### config.mk
export PLATFORM = sky130hd
export DESIGN_NAME = lzrw1_stream_parser
export DESIGN_NICKNAME = d
export VERILOG_FILES = /design/src/rtl/lzrw1_stream_parser.sv
export SDC_FILE = /design/constraint.sdc
export NUM_CORES = 1
export LEC_CHECK = 0
export ABC_CLOCK_PERIOD_IN_PS = 2000
export CAP_MARGIN = 20
export CORE_UTILIZATION = 45
export CTS_CLUSTER_SIZE = 12
export DETAILED_ROUTE_END_ITERATION = 8
export GPL_TIMING_DRIVEN = 0
export PLACE_DENSITY = 0.73
export RECOVER_POWER = 50
export SYNTH_ARGS = -nofsm -noshare
export SYNTH_HDL_FRONTEND = slang
export SYNTH_SLANG_ARGS = --single-unit
### constraint.sdc
create_clock -name i_clock -period 2 [get_ports i_clock]
set_input_delay 0.4 -clock i_clock [delete_from_list [all_inputs] [get_ports i_clock]]
set_output_delay 0.4 -clock i_clock [all_outputs]
set_load 0.1 [all_outputs]
### src/rtl/lzrw1_stream_parser.sv
// lzrw1_stream_parser
//   Front end of the LZRW1 decompressor. Accepts the compressed byte stream,
//   splits it into groups of a 16-bit control word followed by up to 16 items,
//   and hands one item per transfer downstream as a 16-bit word plus its
//   control bit (1 = copy, 0 = literal).
// Ports
//   i_clock, i_reset            clock, synchronous active-high reset
//   i_byte_in[7:0]              compressed stream byte
//   i_byte_in_valid/_last       byte valid / byte is the final stream byte
//   o_byte_in_ready             byte accepted when valid && ready at clock edge
//   o_data_out[15:0]            literal {8'h00,lit}; copy {first,second}
//   o_control_word_out          control bit of the presented item
//   o_data_out_valid            item presented; taken when !i_decompressor_busy
//   i_decompressor_busy         downstream stall
//   o_parse_done/o_parse_error  sticky completion / truncated-stream flags
//   o_items_emitted             count of items handed off (wraps)
module lzrw1_stream_parser #(
  parameter int unsigned HEADER_BYTES     = 0,
  parameter int unsigned ITEM_COUNT_WIDTH = 16
) (
  input  logic                        i_clock,
  input  logic                        i_reset,
  input  logic [7:0]                  i_byte_in,
  input  logic                        i_byte_in_valid,
  input  logic                        i_byte_in_last,
  output logic                        o_byte_in_ready,
  output logic [15:0]                 o_data_out,
  output logic                        o_control_word_out,
  output logic                        o_data_out_valid,
  input  logic                        i_decompressor_busy,
  output logic                        o_parse_done,
  output logic                        o_parse_error,
  output logic [ITEM_COUNT_WIDTH-1:0] o_items_emitted
);

  localparam int unsigned HDR_W    = (HEADER_BYTES > 1) ? $clog2(HEADER_BYTES) : 1;
  localparam int unsigned HDR_LAST = (HEADER_BYTES > 0) ? HEADER_BYTES - 1 : 0;

  typedef enum logic [2:0] {
    S_HDR, S_CW_LO, S_CW_HI, S_ITEM_B0, S_ITEM_B1, S_EMIT, S_DONE, S_ERROR
  } state_t;

  localparam state_t RESET_STATE = (HEADER_BYTES > 0) ? S_HDR : S_CW_LO;

  state_t                      r_state;
  logic [HDR_W-1:0]            r_hdr_cnt;
  logic [15:0]                 r_cw;
  logic [3:0]                  r_idx;
  logic                        r_last_seen;
  logic [15:0]                 r_data;
  logic                        r_ctrl;
  logic                        r_valid;
  logic                        r_ready;
  logic                        r_done;
  logic                        r_error;
  logic [ITEM_COUNT_WIDTH-1:0] r_items;

  state_t w_next_state;
  logic   w_accept;
  logic   w_handoff;
  logic   w_cw_bit;
  logic   w_next_ready;

  // Handshakes use the registered ready/valid so they match what the ports show.
  assign w_accept  = i_byte_in_valid && r_ready;
  assign w_handoff = r_valid && !i_decompressor_busy;
  assign w_cw_bit  = r_cw[r_idx];

  // Next-state decode.
  always_comb begin
    w_next_state = r_state;
    case (r_state)
      S_HDR: begin
        if (w_accept) begin
          if (i_byte_in_last)                     w_next_state = S_ERROR;
          else if (r_hdr_cnt == HDR_W'(HDR_LAST)) w_next_state = S_CW_LO;
        end
      end
      S_CW_LO: begin
        if (w_accept) w_next_state = i_byte_in_last ? S_ERROR : S_CW_HI;
      end
      S_CW_HI: begin
        // A stream may legally end right after a control word (empty group).
        if (w_accept) w_next_state = i_byte_in_last ? S_DONE : S_ITEM_B0;
      end
      S_ITEM_B0: begin
        if (w_accept) begin
          if (!w_cw_bit)           w_next_state = S_EMIT;
          else if (i_byte_in_last) w_next_state = S_ERROR;
          else                     w_next_state = S_ITEM_B1;
        end
      end
      S_ITEM_B1: begin
        if (w_accept) w_next_state = S_EMIT;
      end
      S_EMIT: begin
        if (w_handoff) begin
          if (r_last_seen)         w_next_state = S_DONE;
          else if (r_idx == 4'd15) w_next_state = S_CW_LO;
          else                     w_next_state = S_ITEM_B0;
        end
      end
      S_DONE:  w_next_state = S_DONE;
      S_ERROR: w_next_state = S_ERROR;
      default: w_next_state = RESET_STATE;
    endcase
  end

  // Ready is high in every byte-consuming state.
  always_comb begin
    w_next_ready = 1'b0;
    case (w_next_state)
      S_HDR, S_CW_LO, S_CW_HI, S_ITEM_B0, S_ITEM_B1: w_next_ready = 1'b1;
      default:                                       w_next_ready = 1'b0;
    endcase
  end

  // State register and registered outputs.
  always_ff @(posedge i_clock) begin
    if (i_reset) begin
      r_state     <= RESET_STATE;
      r_hdr_cnt   <= '0;
      r_cw        <= '0;
      r_idx       <= '0;
      r_last_seen <= 1'b0;
      r_data      <= '0;
      r_ctrl      <= 1'b0;
      r_valid     <= 1'b0;
      r_ready     <= 1'b0;
      r_done      <= 1'b0;
      r_error     <= 1'b0;
      r_items     <= '0;
    end else begin
      r_state <= w_next_state;
      r_ready <= w_next_ready;
      r_valid <= (w_next_state == S_EMIT);
      r_done  <= r_done  | (w_next_state == S_DONE);
      r_error <= r_error | (w_next_state == S_ERROR);

      if (w_accept) begin
        r_last_seen <= r_last_seen | i_byte_in_last;
        case (r_state)
          S_HDR:   r_hdr_cnt <= HDR_W'(r_hdr_cnt + HDR_W'(1));
          S_CW_LO: r_cw[7:0] <= i_byte_in;
          S_CW_HI: begin
            r_cw[15:8] <= i_byte_in;
            r_idx      <= '0;
          end
          S_ITEM_B0: begin
            r_ctrl <= w_cw_bit;
            if (!w_cw_bit) r_data       <= {8'h00, i_byte_in};
            else           r_data[15:8] <= i_byte_in;
          end
          S_ITEM_B1: r_data[7:0] <= i_byte_in;
          default: ;
        endcase
      end

      // idx wraps 15 -> 0 naturally; CW_HI also clears it for the next group.
      if (w_handoff) begin
        r_items <= ITEM_COUNT_WIDTH'(r_items + ITEM_COUNT_WIDTH'(1));
        r_idx   <= 4'(r_idx + 4'd1);
      end
    end
  end

  assign o_byte_in_ready    = r_ready;
  assign o_data_out         = r_data;
  assign o_control_word_out = r_ctrl;
  assign o_data_out_valid   = r_valid;
  assign o_parse_done       = r_done;
  assign o_parse_error      = r_error;
  assign o_items_emitted    = r_items;

endmodule

==> results of run 1 <==
repair_timing:
| item | 4_1_cts | 5_1_grt |
|---|---|---|
| buffers inserted | 5 | 1 |
| setup endpoints to repair | 55 | 35 |
| gates resized for setup | 53 | 26 |
| pin swaps | 8 | 8 |
| gates cloned | 0 | 0 |
area by class of cell:
| class | count | area (µm²) | share of cell area, % |
|---|---|---|---|
| Multi-Input combinational cell | 223 | 1520 | 41.6 |
| Inverter | 5 | 18.8 | 0.514 |
| Tap cell | 75 | 93.8 | 2.57 |
| Clock buffer | 9 | 124 | 3.39 |
| Clock inverter | 7 | 71.3 | 1.95 |
| Sequential cell | 62 | 1270 | 34.9 |
| Timing Repair Buffer | 53 | 494 | 13.5 |
| Buffer | 12 | 58.8 | 1.61 |
cells in the mapped netlist (all sizes together) (3+ instances only):
cell type,instances,area (µm²)
a21oi,20,100
and3,3,18.8
buf,3,26.3
clkbuf,15,56.3
dfxtp,62,1240
inv,4,15.0
mux2i,28,280
nand2,40,153
nand2b,4,25.0
nand3,16,80.1
nand3b,3,22.5
nand4,7,43.8
nor2,41,154
nor3,3,20.0
o21ai,7,46.3
or2,5,31.3
xnor2,5,43.8
xor2,9,78.8
worst register-to-register path: cells and delay by family, from the launching register on:
kind                   cells  cell delay, ns
buffers and inverters      1            0.19
and+or+nand+nor            2            0.64
DFF                        1            0.30
AOI/OAI and AO/OA          3            0.76
flip-flops by register name, indices dropped and copies added (netlist names):
signal              flops
r_last_seen             1
o_items_emitted        16
o_parse_error           1
r_state                 3
r_idx                   4
o_data_out             16
r_cw                   16
o_control_word_out      1
r_hdr_cnt               1
o_byte_in_ready         1
o_parse_done            1
o_data_out_valid        1
path summary, 6_finish.rpt:
path	slack, ns	end	from
worst min-delay path	0.45	o_data_out[9]	o_data_out[9]
worst max-delay path	-0.006	o_parse_error	i_byte_in_valid
worst max register to register	0	o_parse_error	r_state[2]
worst min register to register	0.45	o_data_out[9]	o_data_out[9]
per-layer routing:
layer	up-vias	wire (µm)
met5	-	0
met3	14	258
met4	0	138
li1	1196	-
met1	1121	3050
met2	60	3020
stage by stage:
step	cell area, µm²	power [mW]	std cells	hold slack, ns	utilization [%]
floorplan	2790	1.99	308	0.455	-
global route	3650	3.42	446	0.486	61.7
CTS	3600	3.28	449	0.451	60.9
detailed placement	3360	2.17	430	0.442	56.7
finish	3650	3.29	446	0.454	61.7
global placement	3360	2.16	430	0.439	56.7
kinds of logic after synthesis:
family / count (synthesis)
and+or+nand+nor: 134
DFF: 62
AOI/OAI and AO/OA: 43
muxes: 30
buffers and inverters: 23
xor gates and xnor gates: 14
adders and majority gates: 2
power by group through the flow:
| stage | Clock [mW] | Combinational (mW) | Sequential [mW] |
|---|---|---|---|
| finish | 1.10 | 0.799 | 1.39 |
| global route | 1.17 | 0.848 | 1.40 |
| CTS | 1.12 | 0.791 | 1.37 |
| detailed placement | 0 | 0.787 | 1.38 |
| global placement | 0 | 0.780 | 1.38 |
| floorplan | 0 | 0.418 | 1.57 |
layout by cell type (no fill, tap or decap), types with 6 or more instances in the layout:
master / n
nand2_1: 38
o21ai_0: 6
clkbuf_1: 9
xor2_1: 9
clkbuf_8: 9
a21oi_1: 15
dfxtp_1: 50
nand3_1: 12
clkdlybuf4s50_1: 10
nor2_1: 40
mux2i_1: 28
dfxtp_4: 7
dlygate4sd2_1: 27
nand4_1: 7
==> results.md, run 1 <==
- Synthesized area per cell: 8.97 µm²
- Worst-margin pin slew: ~1.0 ns
- Starting Density: 46.6%
- Comb pwr share: 24.3%
- Worst path max stage delay: 0.51 ns
- Multiplexer share of the synthesized area: 11.8%
- 1st-pass router iterations: 4
- Prevailing post-synth register cell: dfxtp_1
- Buffers added on ports: 47
- GP Congestion: between 0.8 and 0.9
- Fin crit share: 100%
- Max cap viols: 0
- Routed wire length: approximately 6.5 mm
- CP delay by family, top: compound AO/OA/AOI/OAI gates
- Average wire per standard cell: 14.5 µm
- CTS clk-pin slew, worst paths: 0.08 ns
- CTS Buffer Depth: 2
- Row count: 28
- GRT Total Usage: 21.5%
- Clock share of power: 33.5%
- TNS Setup: -0.00612 ns
- Failing checks: negative setup slack
- Die area: 6450 µm²
- CTS sink cnt: 62
- Area growth syn-to-layout: 32.4%
- Complex-gate fraction of the synthesized area: 11.1%
- 1st-iter DRT viols: 147
- Setup ws final: -0.00612 ns
- First-pass GRT wire length: 10.5 mm
- Worst endpoint data arrival time: 2.24 ns
- Yosys reg bits: just over 60
- GR Layer Usage met2: around a third
- Worst skew pair latency: 0.34 ns
- Synthesized-area fraction occupied by adder cells: 0.906%
- Pre-CTS WS: -0.513 ns
- CP max FO: 10
- Peak VDD IR: 0.677 mV
- Hold Violations, Final: 0
- Peak Freq: 498 MHz
- Critical path required time: 2.23 ns
- Cell count after synthesis: 308
- Die X: approximately 80 µm
- Worst setup SP type: input pin
- Max Slew Vio Count: 0
- Status: complete, but fails checks
- Slew headroom: 33.2%
- RSZ-0062 raised after global routing: true
- GR peak layer: met2
- NetSw: 1.12 mW
- Met3 Track Usage GR: 5.23%
- # H-tree levels: 3
- Total Nets Final: 381
- Simple-Gate Fraction of Synth Area: 23.1%
- Critical path depth: 6
- Vias in the first global route: 2242
- Post-synth EDFFs: 0
- Routed vias: 2391
- Highest-delay cell along the critical path: clkdlybuf4s50_1
- Largest net degree at the start of global routing: 13
- Number of buffers created by CTS: 9
- Core area: 5920 µm²
- Layout cell share with drive strength beyond 1: roughly 19%
- CTS tree: yes
- Initial antenna violation count: 0
- Int Pwr: 2.17 mW
- Synth warnings: 0
- Fill cells: 520
- Critical setup path kind: input pin to register
- Leakage power total: about 1.4 nW
- # diodes: 0
- Register area share after synthesis: between 40% and 50%
- Fin crit period: ~2.0 ns
- Sequential cell fraction of total power: 42.1%
- # DRC: 0
- Synth Area in XOR/XNOR: ~4.4%
- Clock Tree Root: clkbuf_8
- Crit path buf inv count: 1
- I/O pin count: 50
- Sw Share: approximately 34%
- Synthesized net count: 323
- Worst Hold Depth: 2
- Synth Cell Area: approximately 2800 µm²
- Clk_skew: 0.0102 ns
- Distinct cell type count after synthesis: 47
- Worst path cell trace: clkdlybuf4s50_1 -> nand2_1 -> nor2_4 -> o21ai_0 -> a31o_1 -> a32o_1
- Overflow after GRT: 0
- Hold Crit Class: register to register
- Die height: 80.3 µm
- Post-DP HPWL: 4.53 mm
- Vias per cell: 5.36
- PwrDens: 900 nW/µm²
- Post-synth ARST share: 0%
- Main combinational cell family by area after synthesis: simple AND/OR/NAND/NOR gates
- Final setup violation count: 1
- Cell depth of the worst flop-to-flop path: 6
- GRT met1 Usage: between 20% and 30%
- Setup crit end kind: register
- Cts hold-fix bufs: 0
- ANT nets after route: 0
(Power assumes the default switching activity.)
==> inputs of run 2 (changes only) <==
--- a/config.mk
+++ b/config.mk
@@ -7,11 +7,11 @@
 export LEC_CHECK = 0
 export ABC_CLOCK_PERIOD_IN_PS = 2000
 export CAP_MARGIN = 20
-export CORE_UTILIZATION = 45
+export CORE_UTILIZATION = 47
 export CTS_CLUSTER_SIZE = 12
 export DETAILED_ROUTE_END_ITERATION = 8
 export GPL_TIMING_DRIVEN = 0
-export PLACE_DENSITY = 0.73
+export PLACE_DENSITY = 0.76
 export RECOVER_POWER = 50
 export SYNTH_ARGS = -nofsm -noshare
 export SYNTH_HDL_FRONTEND = slang
==> run 2 against run 1 <==
The run still ends with negative setup slack left. Critical path depth down 1. Final cell count unchanged. Worst hold slack worse by 0.0036 ns. Total power up 4.5%. Die area down 4.2%. Clock power up 12%. Sequential power about the same. Combinational power up 3.1%. Via count up 0.92%. Setup slack better by 0.0046 ns. Core utilization up 4.3 points. Final area up 0.65%. Largest power group unchanged.
==> results.md, run 2 (same netlist as run 1, synthesis figures left out) <==
- Critical path required time: 2.23 ns (about the same)
- Multi-input combinational cell area: 1490 µm² (was 1520 µm²)
- Initial antenna violation count: 0 (unchanged)
- 1st-pass router iterations: 4 (unchanged)
- CTS tree: yes (unchanged)
- Placed Instance Area: 3350 µm² (was 3360 µm²)
- Slew headroom: 34.4% (was 33.2%)
- Most frequent cells in the layout: dfxtp_1, nor2_1, nand2_1, dlygate4sd2_1, mux2i_1 (was dfxtp_1, nor2_1, nand2_1, mux2i_1, dlygate4sd2_1)
- Failing checks: negative setup slack (unchanged)
- Number of buffers created by CTS: 9 (unchanged)
- Worst path cell trace: mux4_2 -> or2_4 -> a22o_4 -> a31o_1 -> a32o_1 (was clkdlybuf4s50_1 -> nand2_1 -> nor2_4 -> o21ai_0 -> a31o_1 -> a32o_1)
- Fill cells: 478 (was 520)
- Hold Violations, Final: 0 (unchanged)
- Placed Cells incl. Taps: 427 (was 430)
- Routed vias: 2413 (was 2391)
- Layout cell share with drive strength beyond 1: 16.0% (was 18.6%)
- Fin cells: 446 (unchanged)
- Worst Hold Depth: 2 (unchanged)
- Worst-margin pin slew: 0.988 ns (was 1.01 ns)
- Finished Cell Area: 3680 µm² (was 3650 µm²)
- First-pass GRT wire length: 10.9 mm (was 10.5 mm)
- Area growth syn-to-layout: 33.2% (was 32.4%)
- Die height: 78.7 µm (was 80.3 µm)
- Average wire per standard cell: 15.0 µm (was 14.5 µm)
- Routed wire length: 6.69 mm (was 6.46 mm)
- Leading cell type in the layout, fill and taps excluded: dfxtp_1 (unchanged)
- Status: complete, but fails checks (unchanged)
- Final core utilization: 66.0% (was 61.7%)
- Worst skew pair latency: 0.33 ns (was 0.34 ns)
- Core area: 5570 µm² (was 5920 µm²)
- Vias per cell: 5.41 (was 5.36)
- Buffers added on ports: 47 (unchanged)
- Setup ws final: -0.00156 ns (was -0.00612 ns)
- Cts hold-fix bufs: 0 (unchanged)
- CTS Buffer Depth: 2 (unchanged)
- Row count: 27 (was 28)
- Fin crit share: 100% (about the same)
- CP max FO: 5 (was 10)
- Max Slew Vio Count: 0 (unchanged)
- Register Area: 1270 µm² (about the same)
- GRT Total Usage: 22.9% (was 21.5%)
- Max cap viols: 0 (unchanged)
- CTS clk-pin slew, worst paths: 0.07 ns (was 0.08 ns)
- CTS sink cnt: 62 (unchanged)
- PwrDens: 934 nW/µm² (was 900 nW/µm²)
- Die area: 6190 µm² (was 6450 µm²)
- RSZ-0062 raised after global routing: true (unchanged)
- Peak VDD IR: 0.445 mV (was 0.677 mV)
- Starting Density: 49.5% (was 46.6%)
- Setup crit end kind: register (unchanged)
- Overflow after GRT: 0 (unchanged)
- # DRC: 0 (unchanged)
- 1st-iter DRT viols: 205 (was 147)
- Worst endpoint data arrival time: 2.23 ns (was 2.24 ns)
- Cell depth of the worst flop-to-flop path: 5 (was 6)
- Total Nets Final: 384 (was 381)
- Post-DP HPWL: 4.59 mm (was 4.53 mm)
- # diodes: 0 (unchanged)
- Final setup violation count: 1 (unchanged)
- GP Congestion: 0.785 (was 0.835)
- Critical setup path kind: register to register (was input pin to register)
- Pwr Total: 3.44 mW (was 3.29 mW)
- Pre-CTS WS: -0.522 ns (was -0.513 ns)
- ANT nets after route: 0 (unchanged)
- Clock Tree Root: clkbuf_8 (unchanged)
- Worst setup SP type: register (was input pin)
- # H-tree levels: 3 (unchanged)
- Die X: 78.7 µm (was 80.3 µm)
- Largest net degree at the start of global routing: 11 (was 13)
- I/O pin count: 50 (unchanged)
- Clk_skew: 0.0104 ns (was 0.0102 ns)
- Hold Crit Class: register to register (unchanged)
- Worst path max stage delay: 0.50 ns (was 0.51 ns)
- Fin crit period: 2.00 ns (was 2.01 ns)
- Vias in the first global route: 2297 (was 2242)
- Highest-delay cell along the critical path: mux4_2 (was clkdlybuf4s50_1)
- Leakage power total: 1.46 nW (was 1.41 nW)
- Peak Freq: 500 MHz (was 498 MHz)
==> run 2: layer usage <==
layer	wire, µm	up-vias	GRT usage (%)
met2	3240	63	37.4
met4	84	0	11.5
li1	-	1195	-
met5	0	-	0
met3	303	5	3.84
met1	3070	1150	29.1
==> run 2: stage by stage <==
stage | setup TNS [ns] | hold WS (ns)
global placement | -10.35 | 0.440
global route | -0.572 | 0.468
floorplan | -0.0513 | 0.455
CTS | -0.491 | 0.453
finish | -0.00156 | 0.450
detailed placement | -11.33 | 0.446
==> run 2: critical path: cells and delay by family (launching register included) <==
family / cells / cell delay (ns)
flops: 1 / 0.39
compound gates: 3 / 0.76
mux: 1 / 0.50
simple gates: 1 / 0.25
==> run 2: layout make-up <==
| cell class | instances | area share, % |
|---|---|---|
| multi-input combinational | 223 | 40.4 |
| sequential | 62 | 34.6 |
| timing repair buffer | 54 | 14.1 |
| clock buffer | 14 | 5.27 |
| tap | 72 | 2.45 |
| buffer | 14 | 1.80 |
| clock inverter | 2 | 0.952 |
| inverter | 5 | 0.510 |
==> run 2: final timing paths <==
kind	start	end	slack, ns
hold / removal	o_data_out[14]	o_data_out[14]	0.45
setup reg to reg	r_idx[0]	o_parse_error	-0.002
setup / recovery	r_idx[0]	o_parse_error	-0.002
hold reg to reg	o_data_out[14]	o_data_out[14]	0.45
==> run 2: power by group <==
part | internal (mW) | switching [mW]
Sequential | 1.31 | 0.0748
Clock | 0.753 | 0.477
Combinational | 0.291 | 0.532
==> run 2: repair_timing <==
item,in CTS,in global routing
pin swaps,6,8
endpoints found under the setup margin,54,33
gates cloned,1,0
setup buffers,5,1
gates resized for setup,46,17
==> inputs of run 3 (changes only) <==
--- a/config.mk
+++ b/config.mk
@@ -7,11 +7,14 @@
 export LEC_CHECK = 0
 export ABC_CLOCK_PERIOD_IN_PS = 2000
 export CAP_MARGIN = 20
-export CORE_UTILIZATION = 47
+export CELL_PAD_IN_SITES_DETAIL_PLACEMENT = 1
+export CELL_PAD_IN_SITES_GLOBAL_PLACEMENT = 1
+export CORE_UTILIZATION = 35
+export CTS_BUF_LIST = sky130_fd_sc_hd__clkbuf_16
 export CTS_CLUSTER_SIZE = 12
 export DETAILED_ROUTE_END_ITERATION = 8
 export GPL_TIMING_DRIVEN = 0
-export PLACE_DENSITY = 0.76
+export PLACE_DENSITY = 0.75
 export RECOVER_POWER = 50
 export SYNTH_ARGS = -nofsm -noshare
 export SYNTH_HDL_FRONTEND = slang
==> run 3 against run 2 <==
The flow still finishes with violations (negative setup slack). Non-clock buffer count up 4. Setup slack worse by 0.041 ns. Clock-buffer cell count down 4. Die area up 33%. Register-to-register slack worse by 0.04 ns. Worst hold slack better by 0.011 ns. Critical endpoint is now o_data_out[0]. Highest routed layer unchanged.
==> results.md, run 3 (same netlist as run 1, synthesis figures left out) <==
- Status: complete, but fails checks (unchanged)
- Failing checks: negative setup slack (unchanged)
- Die X: 90.8 µm (was 78.7 µm)
- Crit path buf inv count: 1 (was 0)
- Row count: 32 (was 27)
- Fin crit share: 102% (was 100%)
- Layout cell share with drive strength beyond 1: 19.0% (was 16.0%)
- Peak Freq: 490 MHz (was 500 MHz)
- First-pass GRT wire length: 13.1 mm (was 10.9 mm)
- Number of buffers created by CTS: 9 (unchanged)
- Starting Density: 35.9% (was 49.5%)
- Slew headroom: 34.6% (was 34.4%)
- Critical path required time: 2.25 ns (was 2.23 ns)
- Routed vias: 2517 (was 2413)
- Clock share of power: 38.9% (was 35.8%)
- Final core utilization: 50.4% (was 66.0%)
- CP delay by family, top: multiplexers (was compound AO/OA/AOI/OAI gates)
- Clock Tree Root: clkbuf_16 (was clkbuf_8)
- PwrDens: 952 nW/µm² (was 934 nW/µm²)
- Sequential cell fraction of total power: 37.4% (was 40.3%)
- # diodes: 0 (unchanged)
- Int Pwr: 2.50 mW (was 2.35 mW)
- Setup crit end kind: register (unchanged)
- 1st-pass router iterations: 5 (was 4)
- Sw Share: 32.1% (was 31.5%)
- Most frequent cells in the layout: dfxtp_1, nor2_1, nand2_1, dlygate4sd2_1, mux2i_1 (unchanged)
- Hold Violations, Final: 0 (unchanged)
- Vias per cell: 5.24 (was 5.41)
- NetSw: 1.18 mW (was 1.08 mW)
- CTS clk-pin slew, worst paths: 0.05 ns (was 0.07 ns)
- Highest-delay cell along the critical path: mux4_2 (unchanged)
- Initial antenna violation count: 0 (unchanged)
- Max Slew Vio Count: 0 (unchanged)
- Post-DP HPWL: 5.34 mm (was 4.59 mm)
- Max cap viols: 0 (unchanged)
- Worst-margin pin slew: 0.985 ns (was 0.988 ns)
- ANT nets after route: 0 (unchanged)
- Die area: 8250 µm² (was 6190 µm²)
- Hold Crit Class: register to register (unchanged)
- Final setup violation count: 10 (was 1)
- Worst skew pair latency: 0.33 ns (about the same)
- Leading cell type in the layout, fill and taps excluded: dfxtp_1 (unchanged)
- Fin crit period: 2.04 ns (was 2.00 ns)
- Leakage power total: 1.49 nW (was 1.46 nW)
- Post-Route Hold Slack: 0.461 ns (was 0.450 ns)
- Average wire per standard cell: 16.7 µm (was 15.0 µm)
- Worst path cell trace: mux4_2 -> or2_4 -> a22o_4 -> o21ai_4 -> buf_12 -> mux2i_1 (was mux4_2 -> or2_4 -> a22o_4 -> a31o_1 -> a32o_1)
- Area growth syn-to-layout: 40.2% (was 33.2%)
- 1st-iter DRT viols: 91 (was 205)
- Vias in the first global route: 2611 (was 2297)
- GRT Total Usage: 20.2% (was 22.9%)
- Total Nets Final: 388 (was 384)
- Core area: 7690 µm² (was 5570 µm²)
- Clk_skew: 0.00937 ns (was 0.0104 ns)
- Overflow after GRT: 0 (unchanged)
- # H-tree levels: 3 (unchanged)
- RSZ-0062 raised after global routing: true (unchanged)
- Worst path max stage delay: 0.50 ns (about the same)
- # DRC: 0 (unchanged)
- Comb pwr share: 23.7% (was 24.0%)
- I/O pin count: 50 (unchanged)
- Peak VDD IR: 0.459 mV (was 0.445 mV)
- Worst endpoint data arrival time: 2.29 ns (was 2.23 ns)
- Critical setup path kind: register to register (unchanged)
- Fin cells: 480 (was 446)
- Routed wire length: 8.01 mm (was 6.69 mm)
- Largest net degree at the start of global routing: 11 (unchanged)
- Placed Cells incl. Taps: 457 (was 427)
- Die height: 90.8 µm (was 78.7 µm)
- Setup ws final: -0.0424 ns (was -0.00156 ns)
- CTS sink cnt: 62 (unchanged)
- CTS tree: yes (unchanged)
- CTS Buffer Depth: 2 (unchanged)
- Worst setup SP type: register (unchanged)
- Pwr Total: 3.69 mW (was 3.44 mW)
- GP Congestion: 0.776 (was 0.785)
- Buffers added on ports: 47 (unchanged)
- CP max FO: 8 (was 5)
==> run 3: cell types whose count changed in the layout (fill, tap and decap cells not counted), sizes merged <==
cell	delta
inv	+1
bufinv	-1
clkbuf	-3
clkdlybuf4s15	-1
buf	+5
clkinv	+3
bufbuf	-1
clkinvlp	+1
==> run 3: final cells by class <==
class	count	area [µm²]
fill	904	3810
buffer	14	70.1
clock buffer	10	250
inverter	5	18.8
tap	102	128
multi-input combinational	223	1570
timing repair buffer	58	536
clock inverter	6	26.3
sequential	62	1270
==> run 3: what timing repair did <==
item,CTS,global route
hold buffers,0,0
gates resized for setup,61,21
buffers inserted,8,3
pin swaps,12,9
setup endpoints to repair,74,30
==> run 3: metal layers <==
layer  share of wire [%]  wire length, µm  vias to the layer above  global-route usage [%]
li1                    -                -                     1203                       -
met1                  46             3660                     1248                    25.7
met2                  49             3960                       53                    33.4
met3                 3.5              281                       13                    4.29
met4                 1.4              112                        0                    7.54
met5                   0                0                        -                       0
==> run 3: worst register-to-register path, cell delays in order, from the launching register on <==
cell and delay (ns):
dfxtp_4 0.40, mux4_2 0.50, or2_4 0.25, a22o_4 0.28
o21ai_4 0.17, buf_12 0.15, mux2i_1 0.20
==> run 3: worst paths after layout <==
check	startpoint	end	slack (ns)	cells after the start
min reg2reg	o_control_word_out	o_control_word_out	0.46	2
max reg2reg	r_idx[0]	o_data_out[0]	-0.04	6
min	o_control_word_out	o_control_word_out	0.46	2
max	r_idx[0]	o_data_out[0]	-0.04	6
==> run 3: through the flow <==
stage | area [µm²] | setup slack (ns) | setup TNS (ns)
floorplan | 2790 | -0.00597 | -0.0513
global placement | 3390 | -0.539 | -12.07
detailed placement | 3390 | -0.622 | -14.83
CTS | 3790 | -0.0842 | -0.795
global route | 3870 | -0.127 | -1.13
finish | 3870 | -0.0424 | -0.194
==> run 3: power groups by stage <==
stage	Clock (mW)	Sequential [mW]	Combinational, mW
2_1_floorplan	0	1.57	0.418
3_3_place_gp	0	1.38	0.795
3_5_place_dp	0	1.38	0.808
4_1_cts	1.45	1.36	0.865
5_1_grt	1.51	1.39	0.926
6_report	1.43	1.38	0.872
